[config.mk]
export PLATFORM = sky130hd
export DESIGN_NAME = pipe_hazard_ctrl
export DESIGN_NICKNAME = d
export VERILOG_FILES = /design/src/rtl/pipe_hazard_ctrl.sv
export SDC_FILE = /design/constraint.sdc
export NUM_CORES = 1
export LEC_CHECK = 0
export CORE_MARGIN = 5
export CORE_UTILIZATION = 46
export CTS_BUF_LIST = sky130_fd_sc_hd__clkbuf_8
export CTS_CLUSTER_DIAMETER = 200
export DETAILED_ROUTE_END_ITERATION = 7
export PLACE_DENSITY = 0.77
export SLEW_MARGIN = 0
export SYNTH_ARGS = -nofsm -noshare
export SYNTH_HDL_FRONTEND = slang
export SYNTH_SLANG_ARGS = --single-unit
[constraint.sdc]
create_clock -name clk -period 1.5 [get_ports clk]
set_input_delay 0.15 -clock clk [delete_from_list [all_inputs] [get_ports clk]]
set_output_delay 0.15 -clock clk [all_outputs]
set_load 0.02 [all_outputs]
[src/rtl/pipe_hazard_ctrl.sv]
// Pipeline hazard controller: drives flopenrc en/clear for the F/D, D/E and E/M stage registers
// and keeps a saturating stall-cycle counter for performance debug.
module pipe_hazard_ctrl #(
  parameter int unsigned VLAT = 4,
  parameter int unsigned SCW  = 16
) (
  input  logic           clk,
  input  logic           reset,
  input  logic           load_use,
  input  logic           vec_start,
  input  logic           branch_taken,
  input  logic           mem_busy,
  output logic           en_f,
  output logic           en_d,
  output logic           en_e,
  output logic           clr_d,
  output logic           clr_e,
  output logic           vec_busy,
  output logic [SCW-1:0] stall_cnt
);

  localparam int unsigned CW = 4;

  typedef enum logic [1:0] {
    RUN = 2'd0,
    VEC = 2'd1,
    MEM = 2'd2
  } state_t;

  state_t        state, state_nx;
  logic [CW-1:0] cnt, cnt_nx;
  logic          pend_flush, pend_nx;

  // State, occupancy counter and pending-flush registers
  always_ff @(posedge clk or posedge reset) begin
    if (reset) begin
      state      <= RUN;
      cnt        <= '0;
      pend_flush <= 1'b0;
    end else begin
      state      <= state_nx;
      cnt        <= cnt_nx;
      pend_flush <= pend_nx;
    end
  end

  // Next state and stage controls; reset forces free-running, unflushed stages
  always_comb begin
    state_nx = state;
    cnt_nx   = cnt;
    pend_nx  = pend_flush;
    en_f     = 1'b1;
    en_d     = 1'b1;
    en_e     = 1'b1;
    clr_d    = 1'b0;
    clr_e    = 1'b0;
    vec_busy = 1'b0;
    if (!reset) begin
      case (state)
        VEC: begin
          en_f     = 1'b0;
          en_d     = 1'b0;
          en_e     = 1'b0;
          vec_busy = 1'b1;
          cnt_nx   = cnt - CW'(1);
          // Occupancy over: hand off to MEM if memory is still stalling
          if (cnt == CW'(1)) begin
            state_nx = mem_busy ? MEM : RUN;
          end
        end
        default: begin
          if (mem_busy) begin
            en_f     = 1'b0;
            en_d     = 1'b0;
            en_e     = 1'b0;
            state_nx = MEM;
            if (branch_taken) begin
              pend_nx = 1'b1;
            end
          end else begin
            state_nx = RUN;
            pend_nx  = 1'b0;
            // A deferred flush and a fresh branch collapse into one clear
            if (pend_flush || branch_taken) begin
              clr_d = 1'b1;
              clr_e = 1'b1;
            end else if (load_use) begin
              en_f  = 1'b0;
              en_d  = 1'b0;
              clr_e = 1'b1;
            end
            if (vec_start && (VLAT > 1)) begin
              cnt_nx   = CW'(VLAT - 1);
              state_nx = VEC;
            end
          end
        end
      endcase
    end
  end

  // Saturating count of cycles where decode is held
  always_ff @(posedge clk or posedge reset) begin
    if (reset) begin
      stall_cnt <= '0;
    end else if (!en_d && (stall_cnt != '1)) begin
      stall_cnt <= stall_cnt + SCW'(1);
    end
  end

endmodule
# After elaboration in Yosys (flattened, before gate mapping)
# Index checks and enable logic that the tools add are counted.
[totals]
output_inout_bits = 22
input_bits = 6
ff_bits = 23
word_cells = 50
[classes]
reduce_logical = 7
bitwise = 2
n_eq_ne = 6
n_mux = 29
n_addsub = 2
[ops]
columns = ["op", "count"]
rows = [
  ["$mux W1", 22],
  ["$add A16 B1 Y16 const B", 1],
  ["$ne A16 B16 Y1 const B", 1],
  ["$mux W4", 3],
  ["$mux W2", 4],
  ["$reduce_and A3 Y1", 2],
  ["$eq A4 B1 Y1 const B", 1],
  ["$ne A2 B2 Y1 const B", 2],
  ["$sub A4 B1 Y4 const B", 1],
  ["$eq A2 B1 Y1 const B", 1],
  ["$ne A2 B1 Y1 const B", 1],
  ["$not A1 Y1", 2],
  ["$reduce_and A2 Y1", 1],
  ["$reduce_bool A2 Y1", 1],
  ["$logic_and A1 B1 Y1", 1],
  ["$logic_not A1 Y1", 1],
  ["$logic_or A1 B1 Y1", 1],
]

# Depth between registers and ports, before layout
[depth]
word_depth = 7
mapped_depth = 7
depth_no_buf = 6

# Worst setup path before layout
# No wires, ideal clock.
[synth_timing]
path_type = "input port to flip-flop"
from = "in reset"
to = "reg stall_cnt[6]"
n_path_buf = 1
path_slack_ps = -263
required_ps = 1370
stages = 6
setup_time_ps = 130
arrival_time_ps = 1633
path_cell_list = "inv_1 o21ai_2 a21oi_2 buf_6 nand4_1 xnor2_1"
[synth_via]
elab_chain_len = 3
[synth_rtl]
columns = ["element", "line_no", "source"]
rows = [
  ["from (decl)", "8", "input logic reset,"],
  ["$mux W1", "58", "if (!reset) begin"],
  ["$logic_not A1 Y1", "106", "end else if (!en_d && (stall_cnt != '1)) begin"],
  ["$logic_and A1 B1 Y1", "106", ""],
  ["to (signal assigned)", "107", "stall_cnt <= stall_cnt + SCW'(1);"],
  ["to (decl)", "19", "output logic [SCW-1:0] stall_cnt"],
]
# Every way passes these cells.
# A chain may end at the register's enable or synchronous reset.

# Worst setup path in the final report
[layout_timing]
from = "reg state[1]"
to = "reg stall_cnt[1]"
[layout_via]
elab_chain_len = 5
[layout_rtl]
columns = ["element", "line_no", "source"]
rows = [
  ["from (decl)", "30", "state_t state, state_nx;"],
  ["from (signal assigned)", "41", "state <= state_nx;"],
  ["$eq A2 B1 Y1", "59", "case (state)"],
  ["$mux W1", "59", ""],
  ["$mux W1", "58", ""],
  ["$logic_not A1 Y1", "106", ""],
  ["$logic_and A1 B1 Y1", "106", ""],
]
# Every way passes these cells.

==> impl_metrics.env <==
export IMPL_run_status="complete, but fails checks"
export IMPL_violations_in_the_final_reports="setup timing"
export IMPL_clkSlewWorstSetupHoldPaths_ns=0.08
export IMPL_cp_max_fanout=12
export IMPL_core_area_um2=2450
export IMPL_ir_worst_vdd_v=0.00111
export IMPL_dp_worst_setup_slack_ns=-0.406
export IMPL_post_drt_via_cell_ratio=5.46
export IMPL_max_cap_violations=0
export IMPL_sequentialPowerShare_pct=41.7
export IMPL_cts_num_sinks=23
export IMPL_syn2layout_area_growth_pct=56.1
export IMPL_holdWs_ns=0.364
export IMPL_cp_start_kind="register"
export IMPL_drtAntennaViolNets=0
export IMPL_clockPowerShare_pct=17.7
export IMPL_final_setup_worst_slack_ns=-0.0633
export IMPL_synthCells=117
export IMPL_power_share_switching_pct=36.1
export IMPL_post_synth_num_cell_types=33
export IMPL_first_iter_violations=41
export IMPL_tritoncts_num_buffers=3
export IMPL_cts_tree="built"
export IMPL_floorplan_die_height_um=60.4
export IMPL_power_internal_mw=1.39
export IMPL_placement_io_buffers=27
export IMPL_yosys_area_top_type="dfrtp_1"
export IMPL_via_count_of_the_first_global_routing_pass=1181
export IMPL_netlist_top_cells_area="dfrtp_1, xnor2_1, nand4_1"
export IMPL_io_pins=28
export IMPL_htreeDepth=1
export IMPL_cts_path_max_buffers=2
export IMPL_post_place_cells=202
export IMPL_die_width_um=60.4
export IMPL_yosys_register_bits=23
export IMPL_synth_enable_flop_cells=0
export IMPL_grt_antenna_before_repair=0
export IMPL_max_slew_margin_rel_pct=81.6
export IMPL_r2r_start="state[1]$_DFFE_PP0P_"
export IMPL_timing_setup_critical_path_class="reg2reg"
export IMPL_end_kind="register"
export IMPL_wl_per_cell_um=14.9
export IMPL_share_comb_of_total_power_pct=40.6
export IMPL_fin_worst_skew_ns=0.00111
export IMPL_final_cell_mix="buf_4, dfrtp_1, nand2_1, xnor2_1, dlygate4sd2_1"
export IMPL_first_pass_grt_wire_length_um=5110
export IMPL_initial_core_utilization_pct=47.7
export IMPL_min_period_over_period_pct=104
export IMPL_global_route_overflow_total=0
export IMPL_synth_largest_type_area_fraction_pct=49.2
export IMPL_first_pass_iters=4
export IMPL_n_antenna_cell=0
export IMPL_powerDensity_nw_per_um2=1190
export IMPL_rows=18
export IMPL_crit_path_start="state[1]$_DFFE_PP0P_"
export IMPL_syn_area_per_cell_um2=10.0
export IMPL_reg2reg_setup_slack_ns=-0.06
export IMPL_drt_wl_total_um=3120
export IMPL_worst_slew_pin_slew_ns=0.273
export IMPL_leakage_nw=0.907
export IMPL_timing_final_max_slew_violations=0
export IMPL_finalHoldViolCount=0
export IMPL_fmax_mhz=640
export IMPL_nets=189
export IMPL_cts_hold_buffers=0
export IMPL_net_switching_component_of_the_power_mw=0.785
export IMPL_worst_ep_required_time_ns=1.65
export IMPL_clkLatencyLatePin_ns=0.26
export IMPL_timing_final_crit_period_ns=1.56
export IMPL_via_total_after_detailed_routing=1142
export IMPL_rsz0062_at_grt="yes"
export IMPL_critical_path_arrival_ns=1.72
export IMPL_routabilityCongestion=0.881
export IMPL_mappedNetlistNets=126
export IMPL_dominantRegCellSynth="dfrtp_1"
export IMPL_synth_yosys_seq_area_share_pct=49.2
export IMPL_grt_max_degree=18
export IMPL_drc=0
export IMPL_report_final_setup_viol=9
export IMPL_layout_commonest_cell="buf_4"
export IMPL_mappedNetlistArea_um2=1170
export IMPL_timing_hold_worst_class="in2async"
export IMPL_hpwlAfterDp_um=2250
export IMPL_fp_dieArea_um2=3650
export IMPL_async_reset_ff_share_pct=100
export IMPL_layoutNonFillerInstCount=209
export IMPL_clk_root_buffer_cell="clkbuf_8"
export IMPL_tns_ns=-0.282
export IMPL_yosys_warnings=0
export IMPL_share_of_post_route_cells_with_drive_strength_above_1_pct=37.4
export IMPL_track_usage_pct=18.5
export IMPL_power_total_mw=2.18
-- flip-flops by register name, summed over array words and instances, names as in the netlist --
register,flops
cnt,4
pend_flush,1
state,2
stall_cnt,16
-- synthesized netlist by cell type, types with 2 or more instances --
cell type,instances
dfrtp_1,23
nand2_1,13
xnor2_1,13
nand4_1,9
nor2_1,9
nand3_1,6
o21ai_0,5
a21oi_1,4
inv_1,4
ha_1,3
nor3_1,3
and3_1,2
and4_1,2
nand2b_1,2
-- metrics by stage --
step           util, %  instance area, um2
6_report          74.4                1830
5_1_grt           74.4                1830
4_1_cts           72.1                1770
3_5_place_dp      70.8                1740
3_3_place_gp      70.8                1740
2_1_floorplan        -                1210
-- kinds of logic (layout without fill, tap and decap cells) --
family,Yosys count,in the layout,synth area share [%]
xor gates and xnor gates,14,14,10.5
AOI/OAI and AO/OA,15,15,7.92
buffers and inverters,7,69,3.21
muxes,2,2,1.82
and+or+nand+nor,53,53,24.2
adders and majority gates,3,3,3.21
DFF,23,23,49.2
-- worst paths after layout --
path                       depth (start not counted)                         to
hold / removal                                     3  stall_cnt[13]$_DFFE_PP0P_
max in group asynchronous                          3   stall_cnt[2]$_DFFE_PP0P_
setup / recovery                                   6   stall_cnt[1]$_DFFE_PP0P_
min in group clk                                   3       state[0]$_DFFE_PP0P_
setup reg to reg                                   6   stall_cnt[1]$_DFFE_PP0P_
hold reg to reg                                    1   stall_cnt[2]$_DFFE_PP0P_
-- critical path: stages, from the launching register on --
cell	delay, ns
dfrtp_1	0.38
and2b_2	0.28
o21ai_4	0.07
buf_6	0.13
a21oi_4	0.13
buf_12	0.14
mux2_2	0.32
-- metal layers --
layer	global-route usage (%)	vias to the layer above	wire, um
li1	-	537	-
met1	22.6	554	1260
met2	31.8	43	1620
met3	3.62	8	179
met4	8.05	0	59
met5	0	-	0
-- cell type report --
cell class | instances | area, um2
Tap cell | 30 | 37.5
Clock inverter | 1 | 5.00
Multi-Input combinational cell | 87 | 629
Timing Repair Buffer | 61 | 509
Sequential cell | 23 | 586
Inverter | 4 | 18.8
Clock buffer | 3 | 41.3
Fill cell | 173 | 628
-- what timing repair did --
action | CTS | global route
pin swaps | 1 | 4
setup buffers | 0 | 3
gates cloned | 0 | 0
resized for setup | 44 | 7
endpoints found under the setup margin | 27 | 20
-- power by group through the flow --
stage	Sequential, mW	Combinational (mW)	Clock [mW]
finish	0.908	0.885	0.384
CTS	0.904	0.850	0.394
global placement	0.901	0.857	0
detailed placement	0.911	0.901	0
global route	0.930	0.966	0.413
floorplan	1.03	0.335	0
Power figures use the tool's default switching activity.
